## config.mk

```make
export PLATFORM = sky130hd
export DESIGN_NAME = prog_sequencer_flat
export DESIGN_NICKNAME = d
export VERILOG_FILES = /design/src/rtl/prog_sequencer_if.sv /design/src/rtl/prog_sequencer.sv /design/src/flat_wrapper.sv
export SDC_FILE = /design/constraint.sdc
export NUM_CORES = 1
export LEC_CHECK = 0
export BUFFER_PORTS_ARGS = -buffer_cell sky130_fd_sc_hd__buf_2
export CORE_UTILIZATION = 57
export CTS_CLUSTER_DIAMETER = 150
export DETAILED_ROUTE_END_ITERATION = 10
export PLACE_DENSITY = 0.95
export SKIP_CTS_REPAIR_TIMING = 1
export SYNTH_ARGS = -nofsm -noshare
export SYNTH_HDL_FRONTEND = slang
export SYNTH_SLANG_ARGS = --single-unit
```

## constraint.sdc

```tcl
create_clock -name Clk -period 3.3 [get_ports Clk]
set_clock_uncertainty 0.1 [all_clocks]
set_input_delay 0.165 -clock Clk [delete_from_list [all_inputs] [get_ports Clk]]
set_output_delay 0.165 -clock Clk [all_outputs]
set_load 0.02 [all_outputs]
```

## src/rtl/prog_sequencer_if.sv

```systemverilog
// ---------------------------------------------------------------------------
// prog_sequencer_if
//
// Purpose: groups the host/decoder-facing signals of the program sequencer
// into one bundle so the sequencer and its environment connect in one step.
//
// Signals (directions seen from the sequencer, i.e. the slave modport):
//   Req           in   level start request from the host
//   JumpEqual     in   decoded je
//   JumpNotEqual  in   decoded jne
//   Zero          in   ALU zero flag for the current compare
//   BranchTarget  in   absolute jump target (PC_W bits)
//   LoadInst      in   current instruction reads data memory
//   StoreInst     in   current instruction writes data memory
//   HaltInst      in   current instruction is the done instruction
//   ProgCtr       out  instruction ROM address (PC_W bits)
//   IrLoad        out  capture ROM output into the instruction register
//   RegWrGate     out  qualifies the register-file write enable
//   MemWrGate     out  qualifies the data-memory write enable
//   Ack           out  program finished
//   Timeout       out  halt was caused by the instruction budget
//   InstrCount    out  instructions retired since the last start (16 bits)
//
// Modports: master = host/decoder side, slave = sequencer side.
// ---------------------------------------------------------------------------
interface prog_sequencer_if #(
  parameter int PC_W = 10
);
  logic            Req;
  logic            JumpEqual;
  logic            JumpNotEqual;
  logic            Zero;
  logic [PC_W-1:0] BranchTarget;
  logic            LoadInst;
  logic            StoreInst;
  logic            HaltInst;
  logic [PC_W-1:0] ProgCtr;
  logic            IrLoad;
  logic            RegWrGate;
  logic            MemWrGate;
  logic            Ack;
  logic            Timeout;
  logic [15:0]     InstrCount;

  modport master (
    output Req, JumpEqual, JumpNotEqual, Zero, BranchTarget,
           LoadInst, StoreInst, HaltInst,
    input  ProgCtr, IrLoad, RegWrGate, MemWrGate, Ack, Timeout, InstrCount
  );

  modport slave (
    input  Req, JumpEqual, JumpNotEqual, Zero, BranchTarget,
           LoadInst, StoreInst, HaltInst,
    output ProgCtr, IrLoad, RegWrGate, MemWrGate, Ack, Timeout, InstrCount
  );
endinterface

```

## src/rtl/prog_sequencer.sv

```systemverilog
// ---------------------------------------------------------------------------
// prog_sequencer
//
// Purpose: multi-cycle control sequencer for a small processor. It walks the
// program counter through FETCH / EXEC (/ MEM for loads), gates register and
// data-memory writes, counts retired instructions and stops either on the
// halt instruction or when the instruction budget runs out.
//
// Parameters:
//   PC_W        program counter width
//   START_ADDR  PC loaded on every program start
//   MAX_INSTR   retire count that forces a halt with Timeout set
//
// Ports:
//   Clk    in  sole clock, rising edge
//   Reset  in  synchronous, active-low reset
//   bus    slave side of prog_sequencer_if (see that file for the signals)
// ---------------------------------------------------------------------------
module prog_sequencer #(
  parameter int              PC_W       = 10,
  parameter logic [PC_W-1:0] START_ADDR = '0,
  parameter logic [15:0]     MAX_INSTR  = 16'hFFFF
) (
  input  logic             Clk,
  input  logic             Reset,
  prog_sequencer_if.slave  bus
);

  typedef enum logic [2:0] {
    S_IDLE,
    S_FETCH,
    S_EXEC,
    S_MEM,
    S_HALT
  } state_t;

  state_t          state_q, state_d;
  logic [PC_W-1:0] pc_q, pc_d;
  logic [15:0]     cnt_q, cnt_d;
  logic            timeout_q, timeout_d;
  logic            ack_q, ack_d;
  logic            ir_load_q, ir_load_d;
  logic            mem_rd_q, mem_rd_d;   // high for the whole MEM cycle

  logic            taken;
  logic            retire;
  logic            budget_hit;
  logic [PC_W-1:0] pc_retire;
  logic [15:0]     cnt_retire;
  logic            in_exec;
  logic            reg_wr_exec;
  logic            mem_wr_exec;

  // Instruction-level decode shared by EXEC and MEM retirement.
  always_comb begin
    taken      = (bus.JumpEqual & bus.Zero) | (bus.JumpNotEqual & ~bus.Zero);
    pc_retire  = taken ? bus.BranchTarget : pc_q + PC_W'(1);
    cnt_retire = (cnt_q == 16'hFFFF) ? cnt_q : cnt_q + 16'd1;
    // Widened compare so a saturated count never aliases onto MAX_INSTR.
    budget_hit = (17'(cnt_q) + 17'd1) == 17'(MAX_INSTR);

    in_exec    = (state_q == S_EXEC);
    // Halt beats everything, load beats store; loads retire from MEM instead.
    retire     = (in_exec & ~bus.HaltInst & ~bus.LoadInst) | (state_q == S_MEM);

    // EXEC gates are decoded straight from the current instruction flags.
    reg_wr_exec = in_exec & ~bus.HaltInst & ~bus.LoadInst & ~bus.StoreInst
                & ~bus.JumpEqual & ~bus.JumpNotEqual;
    mem_wr_exec = in_exec & ~bus.HaltInst & ~bus.LoadInst & bus.StoreInst;
  end

  // Next-state and next-register computation.
  always_comb begin
    state_d   = state_q;
    pc_d      = pc_q;
    cnt_d     = cnt_q;
    timeout_d = timeout_q;

    case (state_q)
      S_IDLE: begin
        if (bus.Req) begin
          state_d   = S_FETCH;
          pc_d      = START_ADDR;
          cnt_d     = 16'd0;
          timeout_d = 1'b0;
        end
      end
      S_FETCH: state_d = S_EXEC;
      S_EXEC: begin
        if (bus.HaltInst) begin
          state_d = S_HALT;
        end else if (bus.LoadInst) begin
          state_d = S_MEM;
        end
      end
      S_MEM: state_d = S_MEM;   // retirement below moves us on
      S_HALT: begin
        // Leaving HALT needs Req low, so a held Req cannot auto-restart.
        if (!bus.Req) begin
          state_d = S_IDLE;
        end
      end
      default: state_d = S_IDLE;
    endcase

    if (retire) begin
      pc_d  = pc_retire;
      cnt_d = cnt_retire;
      if (budget_hit) begin
        state_d   = S_HALT;
        timeout_d = 1'b1;
      end else begin
        state_d = S_FETCH;
      end
    end
  end

  // Moore outputs are registered from the upcoming state so they line up
  // exactly with the state they belong to.
  always_comb begin
    ir_load_d = (state_d == S_FETCH);
    ack_d     = (state_d == S_HALT);
    mem_rd_d  = (state_d == S_MEM);
  end

  always_ff @(posedge Clk) begin
    if (!Reset) begin
      state_q   <= S_IDLE;
      pc_q      <= START_ADDR;
      cnt_q     <= 16'd0;
      timeout_q <= 1'b0;
      ack_q     <= 1'b0;
      ir_load_q <= 1'b0;
      mem_rd_q  <= 1'b0;
    end else begin
      state_q   <= state_d;
      pc_q      <= pc_d;
      cnt_q     <= cnt_d;
      timeout_q <= timeout_d;
      ack_q     <= ack_d;
      ir_load_q <= ir_load_d;
      mem_rd_q  <= mem_rd_d;
    end
  end

  // MEM and EXEC are exclusive states, so the two gates can never overlap.
  assign bus.ProgCtr    = pc_q;
  assign bus.IrLoad     = ir_load_q;
  assign bus.RegWrGate  = mem_rd_q | reg_wr_exec;
  assign bus.MemWrGate  = mem_wr_exec;
  assign bus.Ack        = ack_q;
  assign bus.Timeout    = timeout_q;
  assign bus.InstrCount = cnt_q;

endmodule
```

## src/flat_wrapper.sv

```systemverilog
// flat-port wrapper written by rule: the top's interface ports become plain ports
module prog_sequencer_flat 
#(
  parameter int              PC_W       = 10,
  parameter logic [PC_W-1:0] START_ADDR = '0,
  parameter logic [15:0]     MAX_INSTR  = 16'hFFFF
)
  (Clk, Reset, bus_Req, bus_JumpEqual, bus_JumpNotEqual, bus_Zero, bus_BranchTarget, bus_LoadInst, bus_StoreInst, bus_HaltInst, bus_ProgCtr, bus_IrLoad, bus_RegWrGate, bus_MemWrGate, bus_Ack, bus_Timeout, bus_InstrCount);
  prog_sequencer_if #(.PC_W(PC_W)) bus_i ();
  input  logic Clk;
  input  logic Reset;
  input wire logic [$bits(bus_i.Req)-1:0] bus_Req;
  input wire logic [$bits(bus_i.JumpEqual)-1:0] bus_JumpEqual;
  input wire logic [$bits(bus_i.JumpNotEqual)-1:0] bus_JumpNotEqual;
  input wire logic [$bits(bus_i.Zero)-1:0] bus_Zero;
  input wire logic [$bits(bus_i.BranchTarget)-1:0] bus_BranchTarget;
  input wire logic [$bits(bus_i.LoadInst)-1:0] bus_LoadInst;
  input wire logic [$bits(bus_i.StoreInst)-1:0] bus_StoreInst;
  input wire logic [$bits(bus_i.HaltInst)-1:0] bus_HaltInst;
  output wire logic [$bits(bus_i.ProgCtr)-1:0] bus_ProgCtr;
  output wire logic [$bits(bus_i.IrLoad)-1:0] bus_IrLoad;
  output wire logic [$bits(bus_i.RegWrGate)-1:0] bus_RegWrGate;
  output wire logic [$bits(bus_i.MemWrGate)-1:0] bus_MemWrGate;
  output wire logic [$bits(bus_i.Ack)-1:0] bus_Ack;
  output wire logic [$bits(bus_i.Timeout)-1:0] bus_Timeout;
  output wire logic [$bits(bus_i.InstrCount)-1:0] bus_InstrCount;
  assign bus_i.Req = bus_Req;
  assign bus_i.JumpEqual = bus_JumpEqual;
  assign bus_i.JumpNotEqual = bus_JumpNotEqual;
  assign bus_i.Zero = bus_Zero;
  assign bus_i.BranchTarget = bus_BranchTarget;
  assign bus_i.LoadInst = bus_LoadInst;
  assign bus_i.StoreInst = bus_StoreInst;
  assign bus_i.HaltInst = bus_HaltInst;
  assign bus_ProgCtr = bus_i.ProgCtr;
  assign bus_IrLoad = bus_i.IrLoad;
  assign bus_RegWrGate = bus_i.RegWrGate;
  assign bus_MemWrGate = bus_i.MemWrGate;
  assign bus_Ack = bus_i.Ack;
  assign bus_Timeout = bus_i.Timeout;
  assign bus_InstrCount = bus_i.InstrCount;
  prog_sequencer #(.PC_W(PC_W), .START_ADDR(START_ADDR), .MAX_INSTR(MAX_INSTR)) u_core (.Clk(Clk), .Reset(Reset), .bus(bus_i));
endmodule
```

---- Word-level counts from Yosys, hierarchy flattened ----
Cells that the tools add are included.
operators by class
  add/sub/neg operators ................... 3
  equal/unequal tests ..................... 10
  muxes and demuxes ....................... 19
  bitwise gates (word level) .............. 17
  reduce and logical (&&, ||, !) cells .... 5
operators by type and width
  operator               count
  $mux 16                4
  $mux 10                4
  $mux 3                 6
  $add 16x1->17 const B  1
  $eq 17x16->1 const B   1
  $add 16x1->16 const B  1
  $eq 16x16->1 const B   1
  $pmux 3 s5             1
  $add 10x1->10 const B  1
  $eq 3x2->1 const B     3
  $and 1x1->1            8
  $eq 3x1->1 const B     2
  $eq 3x3->1 const B     2
  $not 1->1              6
  $mux 1                 4
  $reduce_bool 2->1      2
  $logic_not 3->1        1
  $or 1x1->1             3
  $reduce_and 3->1       1
  $ne 2x2->1 const B     1
  $reduce_and 2->1       1
storage, ports and cells
  register bits after elaboration ......... 33
  input port bits ......................... 19
  output and inout port bits .............. 31
  logic and storage cells ................. 61

---- Logic depth before layout (Yosys ltp) ----
Gate-level depths: netlist of run 1.
  depth after elaboration ................. 7
  gate-level depth with buffers ........... 7
  gate-level depth less buffers ........... 6

---- Worst setup path after synthesis of run 1 ----
OpenSTA, ideal clock, no wires.
  path kind ............................... register -> register
  start point ............................. register u_core.cnt_q[0] (netlist: u_core.bus.InstrCount[0])
  end point ............................... register u_core.ir_load_q (netlist: u_core.bus.IrLoad)
  setup time .............................. 131 ps
  arrival time ............................ 1904 ps
  data required time ...................... 3069 ps
  setup slack ............................. 1165 ps
  cell stages (with the launch flop) ...... 7
  buffers on the path ..................... 0
  period minus slack after synthesis ...... 2135 ps
  path through ............................ dfxtp_1 > ha_1 > xor2_1 > nand3_1 > or4_4 > nor4b_4 > nor3_1
between the ends
  cells in the longest elaborated chain, start to end .. 5
ends and longest elaborated chain
  what                    RTL line               text
  start, declared         prog_sequencer.sv:39   logic [15:0] cnt_q, cnt_d;
  start signal, assigned  prog_sequencer.sv:138  cnt_q <= cnt_d;
  $add 16x1->17           prog_sequencer.sv:60   budget_hit = (17'(cnt_q) + 17'd1) == 17'(MAX_INSTR);
  $eq 17x16->1            prog_sequencer.sv:60
  $mux 3                  prog_sequencer.sv:109  if (budget_hit) begin
  $mux 3                  prog_sequencer.sv:106  if (retire) begin
  $eq 3x1->1              prog_sequencer.sv:121  ir_load_d = (state_d == S_FETCH);
  end signal, assigned    prog_sequencer.sv:141  ir_load_q <= ir_load_d;
  end, declared           prog_sequencer.sv:42   logic ir_load_q, ir_load_d;
No other way between the ends.
A chain may end at the register's enable or synchronous reset.

---- Final worst setup path of run 1 ----
  start point ............................. register u_core.cnt_q[0] (netlist: u_core.bus.InstrCount[0])
  end point ............................... register u_core.cnt_q[13] (netlist: u_core.bus.InstrCount[13])
between the ends
  cells in the longest elaborated chain, start to end .. 3
  elaborated cells on any way between the ends .. 6
  classes of those cells .................. add/sub: 1; eq/ne: 2; mux: 2; reduce/logical: 1
ends and longest elaborated chain
  what                                           RTL line              text
  $add 16x1->16 or $eq 16x16->1 (tied branches)  prog_sequencer.sv:58  cnt_retire = (cnt_q == 16'hFFFF) ? cnt_q : cnt_q + 16'd1;
  $mux 16 or $ne 2x2->1 (tied branches)          n/a
  $mux 16 or $reduce_and 3->1 (tied branches)    n/a
Parallel ways exist; a longest one is shown, timed or not. The select of a mux whose other input is x is not followed.

==> flow_summary.ini, run 1 <==
[worst_setup_path]
r2r_end = u_core.bus.InstrCount[13]$_SDFFE_PN0P_
path_class = register to register
r2r-start = u_core.bus.InstrCount[0]$_SDFFE_PN0P_
path_delay_family = simple AND/OR/NAND/NOR gates
slowest_stage = nor2_1
r2r_slack_ns = 0.96
cp_num_buf_inv = 0
cp_slowest_stage_delay_ns = 0.52
cp.depth = 6
required_ns = 3.47
crit_chain = ha_1, and3_1, and4_1, nor2_1, nand4_1, a211oi_1
crit_path_end_kind = register
start_kind = register
critPathArrivalTime_ns = 2.50
rr_worst_depth = 6
crit_start = u_core.bus.InstrCount[0]$_SDFFE_PN0P_
crit_end = u_core.bus.InstrCount[13]$_SDFFE_PN0P_
path_max_fanout = 11

[clock_network]
cts-buffers-inserted = 5
htree_levels = 2
clk_pin_slew_ns = 0.12
clkSinkCount = 33
cts_root_buffer = clkbuf_4
tritoncts = built
cts_buffer_depth = 2
clk_latency_ns = 0.35

[timing]
fin_crit_sh = 0.708
drv_slew = 0
max_freq_mhz = 428
fin_setup_tns_ns = 0
min_period_ns = 2.34
tightestPinTransition_ns = 0.703
hold_violations = 0
setup_viol = 0
rsz0062_at_grt = no
max_slew_margin = 0.531

[detailed_routing]
drc = 0
ant_nets = 0
routed_wl_um = 4790
drt_pass1_iterations = 5
drtIter0Drc = 156
vias_per_cell = 6.06
wl_per_cell_um = 14.0
vias = 2079

[logic_synthesis]
netlist_instances = 253
yosysSeqAreaShare = 0.334
synth.largest_area_cell = dfxtp_1
ys_async_sr_fraction = 0
synth_top_area_frac = 0.334
synth_compound_area_frac = 0.226
avgSynthCellArea_um2 = 7.82
synth_nets = 275
netlist_area_um2 = 1980
synth_fa_ha_area_frac = 0.0190
ys_warn_count = 0
synth_top_family_by_area = simple AND/OR/NAND/NOR gates
synthMuxAreaShare = 0.0158
synth_simple_gate_area_frac = 0.326
synth_common_cells = dfxtp_1 (33), nand2_1 (26), a21oi_1 (22)
synth_most_common_cell = dfxtp_1
post_synth_num_cell_types = 50
synth_xor_area_frac = 0.0266
ys.flop_type = dfxtp_1
ys_top_cells_by_area = dfxtp_1 (33%), a21oi_1 (5.6%), nand2_1 (4.9%)
ys_ff_latch = 33
synth_edf_count = 0

[power]
design_power_total_w = 0.000780
p_seq_frac = 0.529
p_switching_w = 0.000218
p_comb_frac = 0.122
ir_worst_vdd_mv = 0.271
clock_power_share = 0.350
powerDensity_nw_per_um2 = 342
internal_power_w = 0.000561
power.leakage_nw = 0.927
sw_frac_of_total = 0.280

[floorplan]
fp.coreArea_um2 = 3340
start_util = 0.593
die_y_um = 60.9
dieArea_um2 = 3710
die_w_um = 60.9
io_pins = 50
floorplan.rows = 21

[hold_path]
holdCritPathClass = primary input to register
worstHoldStart = bus_BranchTarget[3]

[placement]
port_buffers = 49
place_congestion = 0.969
dp_cells = 335
detailed_place.area_um2 = 2210
hpwl_um = 3440

[job]
drv_cap = 0

[global_routing]
grt_pass1_vias = 1724
grt_pass1_wl_um = 7760
gr-total-overflow = 0
antenna_found_initial = 0
grt_max_degree = 24
grt_usage = 0.281

[final_layout]
area_delta_synth_final_pct = 15.3
fin_area_um2 = 2280
fillCellCount = 284
diodes = 0
fin_nets = 318
layout-drive-gt1-share = 0.222
final_cells = 343

[outcome]
status = complete, no violations
==> flip-flops by register name, summed over array words and instances, names as in the netlist <==
| signal | flops |
|---|---|
| u_core.bus.InstrCount | 16 |
| u_core.bus.ProgCtr | 10 |
| u_core.state_q | 3 |
| u_core.bus.Ack | 1 |
| u_core.bus.IrLoad | 1 |
| u_core.bus.Timeout | 1 |
| u_core.mem_rd_q | 1 |
==> layout make-up <==
type                            count  area, um^2  share of cell area
Tap cell                           46        57.6              0.0252
Multi-Input combinational cell    199        1210               0.532
Clock buffer                        7        65.1              0.0285
Inverter                            7        26.3              0.0115
Sequential cell                    33         661               0.290
Timing Repair Buffer               50         253               0.111
Clock inverter                      1        5.00             0.00219
==> metrics by stage <==
step	utilization	hold slack [ns]	worst slack (ns)
3_5_place_dp	0.663	0.394	1.00
4_1_cts	0.684	0.0338	0.979
2_1_floorplan	-	0.250	1.16
6_report	0.684	0.0326	0.962
5_1_grt	0.684	0.0420	0.739
3_3_place_gp	0.663	0.384	1.08
==> logic make-up (layout without fill, tap and decap cells) <==
family / after synthesis / count (layout)
xor gates and xnor gates: 6 / 6
DFF: 33 / 33
buffers and inverters: 21 / 65
and+or+nand+nor: 118 / 118
adders and majority gates: 3 / 3
muxes: 3 / 3
AOI/OAI and AO/OA: 69 / 69
==> how the worst min path moves through the flow <==
stage               cells past startpoint                                     end  slack (ns)
global route                            2            u_core.state_q[2]$_SDFF_PN0_        0.04
finish                                  3      u_core.bus.ProgCtr[3]$_SDFFE_PN0P_        0.03
floorplan                               2  u_core.bus.InstrCount[12]$_SDFFE_PN0P_        0.25
detailed placement                      2      u_core.bus.ProgCtr[9]$_SDFFE_PN0P_        0.39
CTS                                     3      u_core.bus.ProgCtr[3]$_SDFFE_PN0P_        0.03
global placement                        2      u_core.bus.ProgCtr[9]$_SDFFE_PN0P_        0.38
==> power groups by stage <==
stage               Clock (W)  Combinational (W)  Sequential, W
floorplan                   0          0.0000617       0.000423
global placement            0          0.0000927       0.000421
detailed placement          0          0.0000940       0.000421
CTS                  0.000270          0.0000946       0.000412
global route         0.000293           0.000105       0.000413
finish               0.000272          0.0000948       0.000412
==> metal layers <==
metal	share of wire	vias to the layer above	track usage
met5	0	-	0
met4	0.013	0	0.101
met3	0.069	9	0.0640
met2	0.46	88	0.452
met1	0.46	954	0.369
li1	-	1028	-
==> worst min-delay path: stages <==
cell and delay [ns]:
buf_2 0.08, o211ai_1 0.09, a21oi_1 0.12
==> layout by cell type (no fill, tap or decap), types with 5 or more instances in the layout <==
cell      count
a21oi_1      22
a31oi_1       6
and2_1        5
and4_1        6
buf_2        49
clkbuf_4      5
dfxtp_1      33
inv_1         7
nand2_1      26
nand3_1      15
nand4_1       8
nor2_1       21
nor3_1       17
o21a_1        5
o21ai_0       8
o21ai_1       7
Note: power is estimated with default switching activity, not from simulation.
==> run 2: changes to the inputs <==
--- a/config.mk
+++ b/config.mk
@@ -6,10 +6,10 @@
 export NUM_CORES = 1
 export LEC_CHECK = 0
 export BUFFER_PORTS_ARGS = -buffer_cell sky130_fd_sc_hd__buf_2
-export CORE_UTILIZATION = 57
+export CORE_UTILIZATION = 48
 export CTS_CLUSTER_DIAMETER = 150
 export DETAILED_ROUTE_END_ITERATION = 10
-export PLACE_DENSITY = 0.95
+export PLACE_DENSITY = 0.88
 export SKIP_CTS_REPAIR_TIMING = 1
 export SYNTH_ARGS = -nofsm -noshare
 export SYNTH_HDL_FRONTEND = slang
==> constraint.sdc (replaced) <==
create_clock -name Clk -period 2.1 [get_ports Clk]
set_clock_uncertainty 0.1 [all_clocks]
set_input_delay 0.105 -clock Clk [delete_from_list [all_inputs] [get_ports Clk]]
set_output_delay 0.105 -clock Clk [all_outputs]
set_load 0.02 [all_outputs]
==> run 2 against run 1 <==
Compared with the run above:
- clock-buffer cell count is 1 lower
- clock power up 69%
- flip-flop and latch count unchanged
- critical path depth did not move
- sequential share of layout area is 1.0 points lower
- wire length grew 10%
- critical endpoint is now u_core.bus.Timeout$_SDFF_PN0_
- largest cell class unchanged
- largest power group unchanged
==> flow_summary.ini, run 2 (synthesis gave the netlist of run 1 again) <==
[worst_setup_path]
slowest_stage = or4_4
critPathArrivalTime_ns = 2.13
cp_num_buf_inv = 1
path_class = register to register
cp_slowest_stage_delay_ns = 0.55
crit_chain = inv_1, ha_1, nand4_1, or4_4, nor4b_4, o21a_1
crit_path_end_kind = register
required_ns = 2.23
path_max_fanout = 8
start_kind = register
path_delay_family = simple AND/OR/NAND/NOR gates

[floorplan]
dieArea_um2 = 4380
fp.coreArea_um2 = 3800
die_w_um = 66.2
start_util = 0.521
floorplan.rows = 22
io_pins = 50
die_y_um = 66.2

[timing]
drv_slew = 0
hold_violations = 0
rsz0062_at_grt = no
max_freq_mhz = 500
tightestPinTransition_ns = 0.604
max_slew_margin = 0.597
setup_viol = 0
fin_crit_sh = 0.953
fin_setup_tns_ns = 0
min_period_ns = 2.00

[clock_network]
clkSinkCount = 33
cts-buffers-inserted = 5
cts_root_buffer = clkbuf_8
cts_buffer_depth = 2
clk_pin_slew_ns = 0.07
clk_latency_ns = 0.29
htree_levels = 2
tritoncts = built

[placement]
hpwl_um = 3780
dp_cells = 346
port_buffers = 49
place_congestion = 0.947

[detailed_routing]
drtIter0Drc = 187
routed_wl_um = 5290
drt_pass1_iterations = 4
drc = 0
wl_per_cell_um = 14.9
vias_per_cell = 6.01
ant_nets = 0
vias = 2128

[power]
ir_worst_vdd_mv = 0.372
power.leakage_nw = 0.977
design_power_total_w = 0.00127
powerDensity_nw_per_um2 = 532

[global_routing]
grt_pass1_vias = 1937
grt_max_degree = 23
gr-total-overflow = 0
grt_pass1_wl_um = 8450
grtUsageMet1 = 0.310
antenna_found_initial = 0
grtUsageMet3 = 0.0690
grt_usage = 0.254
use_met2 = 0.413
grt_busiest_layer = met2

[final_layout]
layout-drive-gt1-share = 0.258
final_cell_mix = buf_2 (49), dfxtp_1 (30), nand2_1 (26), a21oi_1 (22), nor2_1 (21)
mostFrequentLayoutCell = buf_2
fin_nets = 327
final_cells = 354
largest_reg_flops = 16
fillCellCount = 344
area_delta_synth_final_pct = 20.7
diodes = 0

[job]
drv_cap = 0

[outcome]
status = complete, no violations

[hold_path]
holdCritPathClass = primary input to register
-- run 2: cell count changes in the layout (fill, tap and decap cells not counted), sizes merged --
cell / previous run / this run
clkinv: 1 / 2
clkbuf: 7 / 6
buf: 50 / 59
-- run 2: worst min-delay path, stage by stage --
cell,delay [ns]
buf_2,0.08
o211ai_1,0.09
a21oi_1,0.13
-- run 2: final cells by class --
type | count | area [um^2] | area share
inverters | 7 | 26.3 | 0.0110
clock inverters | 2 | 10.0 | 0.00419
multi-input cells | 199 | 1230 | 0.516
well taps | 48 | 60.1 | 0.0252
flip-flops and latches | 33 | 667 | 0.279
clock buffers | 6 | 72.6 | 0.0304
repair buffers | 59 | 320 | 0.134
-- run 2: worst paths after layout --
check / from / end / slack (ns) / cells after the start
worst min register to register: u_core.bus.ProgCtr[9]$_SDFFE_PN0P_ / u_core.bus.ProgCtr[9]$_SDFFE_PN0P_ / 0.40 / 2
worst min-delay path: bus_BranchTarget[3] / u_core.bus.ProgCtr[3]$_SDFFE_PN0P_ / 0.05 / 3
worst max-delay path: u_core.bus.InstrCount[0]$_SDFFE_PN0P_ / u_core.bus.Timeout$_SDFF_PN0_ / 0.1 / 6
worst max register to register: u_core.bus.InstrCount[0]$_SDFFE_PN0P_ / u_core.bus.Timeout$_SDFF_PN0_ / 0.1 / 6
-- run 2: routing by layer --
| metal | vias up | share of wire |
|---|---|---|
| met1 | 988 | 0.44 |
| met5 | - | 0 |
| met4 | 0 | 0.014 |
| met2 | 91 | 0.48 |
| met3 | 8 | 0.072 |
| li1 | 1041 | - |
-- run 2: through the flow --
stage | util | hold slack (ns) | setup slack, ns | area (um^2)
after global routing | 0.628 | 0.0576 | 0.0107 | 2390
final | 0.628 | 0.0509 | 0.0993 | 2390
after global placement | 0.601 | 0.326 | 0.0835 | 2280
after detailed placement | 0.601 | 0.351 | 0.0479 | 2280
after floorplan | - | 0.190 | 0.0952 | 1980
after CTS | 0.623 | 0.0486 | 0.0351 | 2370
-- run 2: where the power goes --
part           internal, W  switching [W]
combinational    0.0000594       0.000102
clock             0.000229       0.000231
sequential        0.000635      0.0000137
==> run 3: changes to the inputs <==
--- a/config.mk
+++ b/config.mk
@@ -6,10 +6,11 @@
 export NUM_CORES = 1
 export LEC_CHECK = 0
 export BUFFER_PORTS_ARGS = -buffer_cell sky130_fd_sc_hd__buf_2
-export CORE_UTILIZATION = 48
+export CORE_UTILIZATION = 50
+export CTS_BUF_LIST = sky130_fd_sc_hd__clkbuf_8
 export CTS_CLUSTER_DIAMETER = 150
 export DETAILED_ROUTE_END_ITERATION = 10
-export PLACE_DENSITY = 0.88
+export PLACE_DENSITY = 0.91
 export SKIP_CTS_REPAIR_TIMING = 1
 export SYNTH_ARGS = -nofsm -noshare
 export SYNTH_HDL_FRONTEND = slang
==> run 3 against run 2 <==
Compared with the run above:
- sequential share of layout area is 0.24 points higher
- critical path type unchanged
- cell count is 0.56% lower
- wire length is 1.9% lower
- global-route usage is 0.69 points higher
==> flow_summary.ini, run 3 (synthesis gave the netlist of run 1 again) <==
[outcome]
status = complete, no violations

[timing]
max_slew_margin = 0.609
fin_setup_tns_ns = 0
hold_violations = 0
min_period_ns = 1.98
setup_viol = 0
fin_crit_sh = 0.944
tightestPinTransition_ns = 0.587
max_freq_mhz = 505
setup_ws_ns = 0.118
rsz0062_at_grt = yes
drv_slew = 0

[final_layout]
area_delta_synth_final_pct = 19.7
layout-drive-gt1-share = 0.250
diodes = 0
fin_area_um2 = 2370
mostFrequentLayoutCell = buf_2
final_cells = 352
final_cell_mix = buf_2 (49), dfxtp_1 (30), nand2_1 (26), a21oi_1 (22), nor2_1 (21)
fin_nets = 325
largest_reg_flops = 16

[worst_setup_path]
cp_slowest_stage_delay_ns = 0.55
crit_path_end_kind = register
required_ns = 2.24
path_class = register to register
critPathArrivalTime_ns = 2.12
crit_chain = inv_1, ha_1, nand4_1, or4_4, nor4b_4, o21a_1
slowest_stage = or4_4
path_delay_family = simple AND/OR/NAND/NOR gates
path_max_fanout = 8
start_kind = register
cp_num_buf_inv = 1

[placement]
detailed_place.area_um2 = 2270
hpwl_um = 3710
dp_cells = 344
place_ws_ns = 0.0441
place_congestion = 0.993
port_buffers = 49

[global_routing]
antenna_found_initial = 0
grt_usage = 0.261
grt_busiest_layer = met2
grt_pass1_vias = 1878
use_met2 = 0.432
grt_pass1_wl_um = 8570
gr-total-overflow = 0
grt_max_degree = 23
grtUsageMet3 = 0.0827
grtUsageMet1 = 0.311

[detailed_routing]
wl_per_cell_um = 14.7
drtIter0Drc = 205
routed_wl_um = 5190
ant_nets = 0
vias = 2112
vias_per_cell = 6.00
drt_pass1_iterations = 4
drc = 0

[clock_network]
tritoncts = built
cts-buffers-inserted = 5
cts_root_buffer = clkbuf_8
clk_pin_slew_ns = 0.07
htree_levels = 2
clkSinkCount = 33
clk_latency_ns = 0.29
cts_buffer_depth = 2

[job]
drv_cap = 0

[floorplan]
die_w_um = 64.9
dieArea_um2 = 4210
floorplan.rows = 22
start_util = 0.532
die_y_um = 64.9
fp.coreArea_um2 = 3720
io_pins = 50

[power]
powerDensity_nw_per_um2 = 536
ir_worst_vdd_mv = 0.328
power.leakage_nw = 0.968
design_power_total_w = 0.00127

[hold_path]
holdCritPathClass = primary input to register
## run 3: tightest hold or removal path: cells and delay by family
family,cells,cell delay [ns]
AO/OA/AOI/OAI,2,0.21
buffers and inverters,1,0.08
## run 3: path summary, 6_finish.rpt
| path | from | end | slack (ns) | cells after the start |
|---|---|---|---|---|
| max | u_core.bus.InstrCount[0]$_SDFFE_PN0P_ | u_core.bus.Timeout$_SDFF_PN0_ | 0.12 | 6 |
| min | bus_BranchTarget[3] | u_core.bus.ProgCtr[3]$_SDFFE_PN0P_ | 0.04 | 3 |
| max reg2reg | u_core.bus.InstrCount[0]$_SDFFE_PN0P_ | u_core.bus.Timeout$_SDFF_PN0_ | 0.12 | 6 |
| min reg2reg | u_core.bus.ProgCtr[9]$_SDFFE_PN0P_ | u_core.bus.ProgCtr[9]$_SDFFE_PN0P_ | 0.41 | 2 |
## run 3: where the power goes
part | total [W] | internal [W] | leakage, nW | switching (W)
Combinational | 0.000160 | 0.0000589 | 0.651 | 0.000101
Sequential | 0.000648 | 0.000635 | 0.268 | 0.0000136
Clock | 0.000460 | 0.000225 | 0.0491 | 0.000236
## run 3: area by class of cell
class / count / area, um^2
Clock inverter: 3 / 13.8
Tap cell: 48 / 60.1
Multi-Input combinational cell: 199 / 1230
Timing Repair Buffer: 57 / 305
Clock buffer: 5 / 68.8
Fill cell: 347 / 1350
Inverter: 7 / 26.3
Sequential cell: 33 / 667
## run 3: metal layers
layer / share of wire / vias to the layer above
met5: 0 / -
met4: 0.014 / 0
met3: 0.076 / 9
met2: 0.48 / 95
met1: 0.43 / 968
li1: - / 1040
## run 3: metrics by stage
stage           util  hold WS, ns
2_1_floorplan      -        0.190
3_3_place_gp   0.610        0.328
3_5_place_dp   0.610        0.330
4_1_cts        0.633       0.0271
5_1_grt        0.637       0.0407
6_report       0.637       0.0361
